**src/rtl/id_ex_stage.sv**
```systemverilog
// id_ex_stage: ID/EX operand-capture register downstream of the register file.
// Resolves operands (r0 forced to zero, same-cycle writeback bypass), detects
// load-use hazards, and holds one instruction under valid/ready flow control
// with flush.
// Optional feature macro: IDEX_HAZARD_CNT_EN adds a saturating hz_count output
// that counts inserted load-use bubbles.
module id_ex_stage #(
    parameter int unsigned CTRL_W      = 8,
    parameter int unsigned MEMREAD_BIT = 0
) (
    input  logic              Clk,
    input  logic              rst,
    input  logic              in_valid,
    output logic              in_ready,
    input  logic [4:0]        rs,
    input  logic [4:0]        rt,
    input  logic [4:0]        rd,
    input  logic [15:0]       imm,
    input  logic [CTRL_W-1:0] ctrl,
    input  logic [31:0]       a,
    input  logic [31:0]       b,
    input  logic              wb_write,
    input  logic [4:0]        wb_rd,
    input  logic [31:0]       wb_data,
    input  logic              flush,
    output logic              out_valid,
    input  logic              out_ready,
    output logic [31:0]       out_a,
    output logic [31:0]       out_b,
    output logic [31:0]       out_imm,
    output logic [4:0]        out_rs,
    output logic [4:0]        out_rt,
    output logic [4:0]        out_rd,
    output logic [CTRL_W-1:0] out_ctrl
`ifdef IDEX_HAZARD_CNT_EN
    ,
    output logic [31:0]       hz_count
`endif
);

    logic              valid_q, valid_d;
    logic [31:0]       a_q, a_d;
    logic [31:0]       b_q, b_d;
    logic [31:0]       imm_q, imm_d;
    logic [4:0]        rs_q, rs_d;
    logic [4:0]        rt_q, rt_d;
    logic [4:0]        rd_q, rd_d;
    logic [CTRL_W-1:0] ctrl_q, ctrl_d;

    logic [31:0] op_a;
    logic [31:0] op_b;
    logic        hz;
    logic        capture;

    // Operand resolution: r0 reads zero, otherwise a same-cycle writeback
    // wins over the stale register file value.
    always_comb begin
        op_a = a;
        if (rs == 5'd0) begin
            op_a = '0;
        end else if (wb_write && (wb_rd == rs)) begin
            op_a = wb_data;
        end
        op_b = b;
        if (rt == 5'd0) begin
            op_b = '0;
        end else if (wb_write && (wb_rd == rt)) begin
            op_b = wb_data;
        end
    end

    // Load-use hazard and input handshake; flush blocks acceptance outright.
    always_comb begin
        hz = valid_q && ctrl_q[MEMREAD_BIT] && (rd_q != 5'd0) && in_valid &&
             ((rd_q == rs) || (rd_q == rt));
        in_ready = !flush && !hz && (!valid_q || out_ready);
        capture  = in_valid && in_ready;
    end

    // Next-state: flush empties the slot, capture loads it, a drain empties
    // it, otherwise everything holds.
    always_comb begin
        valid_d = valid_q;
        a_d     = a_q;
        b_d     = b_q;
        imm_d   = imm_q;
        rs_d    = rs_q;
        rt_d    = rt_q;
        rd_d    = rd_q;
        ctrl_d  = ctrl_q;
        if (flush) begin
            valid_d = 1'b0;
        end else if (capture) begin
            valid_d = 1'b1;
            a_d     = op_a;
            b_d     = op_b;
            imm_d   = {{16{imm[15]}}, imm};
            rs_d    = rs;
            rt_d    = rt;
            rd_d    = rd;
            ctrl_d  = ctrl;
        end else if (valid_q && out_ready) begin
            valid_d = 1'b0;
        end
    end

    // Pipeline register with asynchronous active-low reset.
    always_ff @(posedge Clk or negedge rst) begin
        if (!rst) begin
            valid_q <= 1'b0;
            a_q     <= '0;
            b_q     <= '0;
            imm_q   <= '0;
            rs_q    <= '0;
            rt_q    <= '0;
            rd_q    <= '0;
            ctrl_q  <= '0;
        end else begin
            valid_q <= valid_d;
            a_q     <= a_d;
            b_q     <= b_d;
            imm_q   <= imm_d;
            rs_q    <= rs_d;
            rt_q    <= rt_d;
            rd_q    <= rd_d;
            ctrl_q  <= ctrl_d;
        end
    end

    assign out_valid = valid_q;
    assign out_a     = a_q;
    assign out_b     = b_q;
    assign out_imm   = imm_q;
    assign out_rs    = rs_q;
    assign out_rt    = rt_q;
    assign out_rd    = rd_q;
    assign out_ctrl  = ctrl_q;

`ifdef IDEX_HAZARD_CNT_EN
    logic [31:0] hz_cnt_q, hz_cnt_d;

    // Bubble counter: one count per inserted bubble, saturating.
    always_comb begin
        hz_cnt_d = hz_cnt_q;
        if (hz && out_ready && (hz_cnt_q != 32'hFFFF_FFFF)) begin
            hz_cnt_d = hz_cnt_q + 32'd1;
        end
    end

    // Bubble counter register.
    always_ff @(posedge Clk or negedge rst) begin
        if (!rst) begin
            hz_cnt_q <= '0;
        end else begin
            hz_cnt_q <= hz_cnt_d;
        end
    end

    assign hz_count = hz_cnt_q;
`endif

endmodule

```
**config.mk**
```make
export PLATFORM = sky130hd
export DESIGN_NAME = id_ex_stage
export DESIGN_NICKNAME = d
export VERILOG_FILES = /design/src/rtl/id_ex_stage.sv
export SDC_FILE = /design/constraint.sdc
export NUM_CORES = 1
export LEC_CHECK = 0
export ABC_CLOCK_PERIOD_IN_PS = 2150
export CAP_MARGIN = 5
export CORE_ASPECT_RATIO = 1.75
export CORE_MARGIN = 5
export CORE_UTILIZATION = 24
export DETAILED_ROUTE_END_ITERATION = 6
export DONT_BUFFER_PORTS = 1
export PLACE_DENSITY = 0.46
export SLEW_MARGIN = 5
export SYNTH_ARGS = -nofsm -noshare
export SYNTH_HDL_FRONTEND = slang
export SYNTH_SLANG_ARGS = --single-unit
```
**constraint.sdc**
```tcl
create_clock -name Clk -period 2.15 [get_ports Clk]
set_clock_uncertainty 0.1 [all_clocks]
set_input_delay 0.43 -clock Clk [delete_from_list [all_inputs] [get_ports Clk]]
set_output_delay 0.43 -clock Clk [all_outputs]
set_load 0.005 [all_outputs]
```
After elaboration in Yosys (flattened, before gate mapping)
Cells that the tools add are included.
{ "word_totals": {"regBits": 104, "inputBits": 146} }
{ "op_classes": {"mux": 7, "n_bitwise": 1, "n_reduce_logical": 20, "eq_ne": 4} }
{ "ops": {"columns": ["cell", "n"], "rows": [
  ["$mux W32", 4],
  ["$eq A5 B5 Y1", 4],
  ["$logic_and A1 B1 Y1", 10],
  ["$logic_not A5 Y1", 2],
  ["$reduce_bool A5 Y1", 1],
  ["$logic_not A1 Y1", 3],
  ["$mux W1", 3],
  ["$reduce_bool A3 Y1", 1],
  ["$logic_or A1 B1 Y1", 2],
  ["$reduce_and A2 Y1", 1],
  ["$not A1 Y1", 1]
]} }

Logic depth before layout (Yosys ltp)
{ "logic_depth": {"depth_word": 10, "ltp_mapped": 7, "ltp_nobuf": 5} }

Least setup slack after synthesis
No wires, ideal clock.
{ "synth_path": {"path_type": "register to register", "startpoint": "register rd_q[0], in the netlist out_rd[0]", "endpoint": "register b_q[26], in the netlist out_b[26]", "period_less_slack_ps": 2157, "path_stages_with_launch": 7, "setup_slack_ps": -7, "t_arrival_ps": 1933, "required_time_ps": 1925, "cell_sequence": "dfrtp_1 -> or3_1 -> o311a_1 -> a21oi_4 -> buf_6 -> buf_6 -> mux2_2"} }
{ "synth_between": {"elab_chain_len": 9} }
{ "synth_rtl": {"columns": ["element", "line_no", "text"], "rows": [
  ["from (decl)", "47", "logic [4:0] rd_q, rd_d;"],
  ["from (signal assigned)", "125", "rd_q <= rd_d;"],
  ["$reduce_bool A5 Y1", "74", "hz = valid_q && ctrl_q[MEMREAD_BIT] && (rd_q != 5'd0) && in_valid &&"],
  ["$logic_and A1 B1 Y1 (2 in a row)", "74", null],
  ["$logic_and A1 B1 Y1 *", "74", null],
  ["$logic_not A1 Y1 *", "76", "in_ready = !flush && !hz && (!valid_q || out_ready);"],
  ["$logic_and A1 B1 Y1 * (2 in a row)", "76", null],
  ["$logic_and A1 B1 Y1 *", "77", "capture = in_valid && in_ready;"],
  ["$reduce_and A2 Y1 (no line) *", null, null],
  ["to (signal assigned)", "112", "b_q <= '0;"],
  ["to (signal assigned)", "121", "b_q <= b_d;"],
  ["to (decl)", "43", "logic [31:0] b_q, b_d;"]
]} }
Mark *: on every way between the ends. The rest lies on a longest branch, timed or not.
A chain may end at the register's enable or synchronous reset.

Final worst setup path
{ "layout_path": {"startpoint": "register rd_q[1], in the netlist out_rd[1]", "endpoint": "register a_q[1], in the netlist out_a[1]"} }
{ "layout_between": {"elab_chain_len": 9} }
{ "layout_rtl": {"columns": ["element", "line_no", "text"], "rows": [
  ["$reduce_bool A5 Y1", "74", null],
  ["$logic_and A1 B1 Y1 (2 in a row)", "74", null],
  ["$logic_and A1 B1 Y1 *", "74", null],
  ["$logic_not A1 Y1 *", "76", null],
  ["$logic_and A1 B1 Y1 * (2 in a row)", "76", null],
  ["$logic_and A1 B1 Y1 *", "77", null],
  ["$reduce_and A2 Y1 (no line) *", null, null],
  ["to (signal assigned)", "111", "a_q <= '0;"],
  ["to (signal assigned)", "120", "a_q <= a_d;"],
  ["to (decl)", "42", "logic [31:0] a_q, a_d;"]
]} }
Marked as above.

==> flow_metrics.py <==
metrics = {
    "status": {
        "run_status": "complete, but fails checks",
        "violations": "negative hold slack, negative setup slack",
    },
    "global_route": {
        "grt_pass1_wl_mm": 27.95,
        "antenna_found_initial": 4,
        "grt_pass1_vias": 4229,
        "overflow": 0,
        "grt_max_degree": 105,
        "grt.total_usage_pct": 14.93,
    },
    "setup_path": {
        "critPathSlowestCell": "or3_4",
        "worstPathArrival_ns": 2.40,
        "crit_type": "flop to flop",
        "critPathTopFamily": "compound AO/OA/AOI/OAI gates",
        "cp_max_fo": 8,
        "critPathCaptureType": "flop",
        "crit_cells": 6,
        "path_cells": "or3_4 -> o311a_4 -> a21oi_4 -> buf_12 -> clkbuf_16 -> mux2_4",
        "critical_path_buf_inv_count": 2,
        "critPathRequiredTime_ns": 2.29,
        "cp-start-kind": "flop",
        "crit_path_max_incr_delay_ns": 0.39,
        "rr_worst_depth": 6,
    },
    "sta": {
        "finalSetupViolations": 104,
        "hold_viol": 104,
        "slew-limit-headroom_pct": 42.97,
        "fmax_ghz": 0.4417,
        "grt_setup_unrepaired": "true",
        "fin_tns_setup_ns": -9.158,
        "finalCritPeriodShare_pct": 105.3,
        "fin_ws_ns": -0.1139,
        "slew_viol_final": 0,
        "min_period_ns": 2.264,
        "whs_ns": -0.3412,
        "worst_slew_pin_slew_ns": 0.8554,
    },
    "cells_and_area": {
        "final_net_count": 631,
        "drive_above_1_share_pct": 26.73,
        "fin_area_um2": 6442,
        "ff_latch_area_um2": 2603,
        "multi_input_area_um2": 2673,
        "area_growth_pct": 19.05,
        "fillers": 2340,
        "fin_util_pct": 29.07,
    },
    "power_and_ir_drop": {
        "clkPwrFrac_pct": 31.2,
        "vdd_drop_max_uv": 358.8,
        "p_int_mw": 3.839,
        "p_comb_share_pct": 18.6,
        "power_switching_mw": 1.589,
        "power_density_nw_per_um2": 842.5,
        "switching_share_pct": 29.27,
        "p_seq_share_pct": 50.2,
        "p_leak_nw": 2.460,
    },
    "floorplanning": {
        "io_pins": 267,
        "rows": 72,
        "dieArea_um2": 25770,
        "die_h_um": 208.6,
        "initial_core_util_pct": 24.42,
        "die_w_um": 123.5,
        "core-area_um2": 22160,
    },
    "routing": {
        "num_vias": 4079,
        "ant_nets": 0,
        "drtPass1Iterations": 5,
        "drc": 0,
        "first_iter_violations": 233,
        "viasPerCell": 5.176,
        "drt-total-wl_mm": 20.63,
        "wire_per_inst_um": 26.18,
    },
    "placed_design": {
        "place_ws_ns": -0.1148,
        "gp_congestion": 0.8772,
        "portBuffers": 0,
        "dpl.hpwl_mm": 13.76,
        "placed_area_um2": 5652,
    },
    "clocking": {
        "clock-sinks": 104,
        "cts_tree": "done",
        "cts_buffers": 9,
        "cts_max_level": 3,
        "cts_root_buffer": "clkbuf_16",
        "clock_path_buffers": 2,
        "clk_pin_slew_ns": 0.07,
        "clk_latency_ns": 0.36,
    },
    "synthesis": {
        "synth_seq_cells": 104,
        "yosysMostFrequentCell": "dfrtp_1",
        "yosysWarnings": 0,
        "synth_flop_cell": "dfrtp_1",
        "synth_edf_count": 0,
        "synthTopCellsByCount": "dfrtp_1, nand3_1, a21oi_1, o21ai_0, mux2_1",
        "yosysSeqAreaShare_pct": 48.09,
        "synthTopCellsByArea": "dfrtp_1, mux2_1, mux2_2",
        "syn-num-nets": 653,
        "ys_types": 23,
        "async_flop_share_pct": 100.0,
        "syn_area_um2": 5411,
        "synth_top_area_cell": "dfrtp_1",
        "syn_avg_cell_area_um2": 10.67,
        "postSynthCellCount": 507,
        "synth_top_area_share_pct": 48.09,
    },
    "min_path": {
        "min_path_type": "input port to async pin",
    },
    "run": {
        "max-cap-violations": 0,
    },
}
## path summary, 6_finish.rpt
path	endpoint	slack, ns	from
max in group asynchronous	out_a[23]	2.12	rst
min in group Clk	out_imm[13]	0.10	imm[13]
worst max register to register	out_a[1]	-0.11	out_rd[1]
worst max-delay path	out_a[1]	-0.11	out_rd[1]
worst min register to register	out_imm[12]	0.43	out_imm[12]
worst min-delay path	out_b[10]	-0.34	rst
## per-stage QoR
stage,cells,power [mW]
after floorplan,507,3.275
after global placement,757,3.486
after detailed placement,757,3.527
after CTS,779,5.372
after global routing,788,5.704
final,788,5.428
## cell families (layout without fill, tap and decap cells)
| kind of cell | after synthesis | in the layout | synth area share, % |
|---|---|---|---|
| xor gates and xnor gates | 20 | 20 | 3.237 |
| and+or+nand+nor | 84 | 84 | 7.977 |
| other | 0 | 2 | 0 |
| DFF | 104 | 104 | 48.09 |
| AOI/OAI and AO/OA | 133 | 133 | 12.69 |
| buffers and inverters | 63 | 46 | 6.567 |
| muxes | 103 | 103 | 21.43 |
## layout by cell type (no fill, tap or decap), types with 4 or more instances in the layout
cell type and n:
mux2_4 47, buf_16 4, mux2_2 31, mux2_1 25, dfrtp_1 104, a21oi_1 65, buf_4 10, o21ai_0 64
nand3_1 66, clkbuf_16 14, buf_12 8, xnor2_1 20, nand2_1 5
## power by group through the flow
| stage | Sequential [mW] | Clock, mW | Combinational (mW) |
|---|---|---|---|
| 6_report | 2.72 | 1.69 | 1.01 |
| 4_1_cts | 2.73 | 1.78 | 0.864 |
| 3_5_place_dp | 2.76 | 0 | 0.768 |
| 3_3_place_gp | 2.75 | 0 | 0.735 |
| 2_1_floorplan | 2.60 | 0 | 0.676 |
| 5_1_grt | 2.77 | 1.84 | 1.09 |
## layout make-up
class | count | share of cell area (%)
clock buffers | 9 | 3.496
clock inverters | 7 | 1.204
multi-input cells | 340 | 41.48
diodes | 2 | 0.07768
well taps | 296 | 5.749
flip-flops and latches | 104 | 40.40
repair buffers | 28 | 7.477
inverters | 2 | 0.1165
## layer usage
| layer | up-vias | track usage [%] | wire length, um |
|---|---|---|---|
| met1 | 2028 | 15.04 | 6950 |
| met4 | 4 | 7.342 | 734 |
| met5 | - | 0 | 21 |
| met2 | 235 | 26.96 | 11170 |
| met3 | 44 | 4.789 | 1746 |
| li1 | 1768 | - | - |
## registers in the layout (all words and copies together), names as in the netlist
register	count
out_rt	5
out_ctrl	8
out_rs	5
out_b	32
out_rd	5
out_a	32
out_valid	1
out_imm	16
## repair_timing
action	CTS	global route
gates resized for setup	21	36
buffers inserted	3	1
hold endpoints to repair	104	104
pin swaps	0	5
cloned	3	6
endpoints found under the setup margin	104	104
No activity file was read; power rests on OpenSTA's default activity.
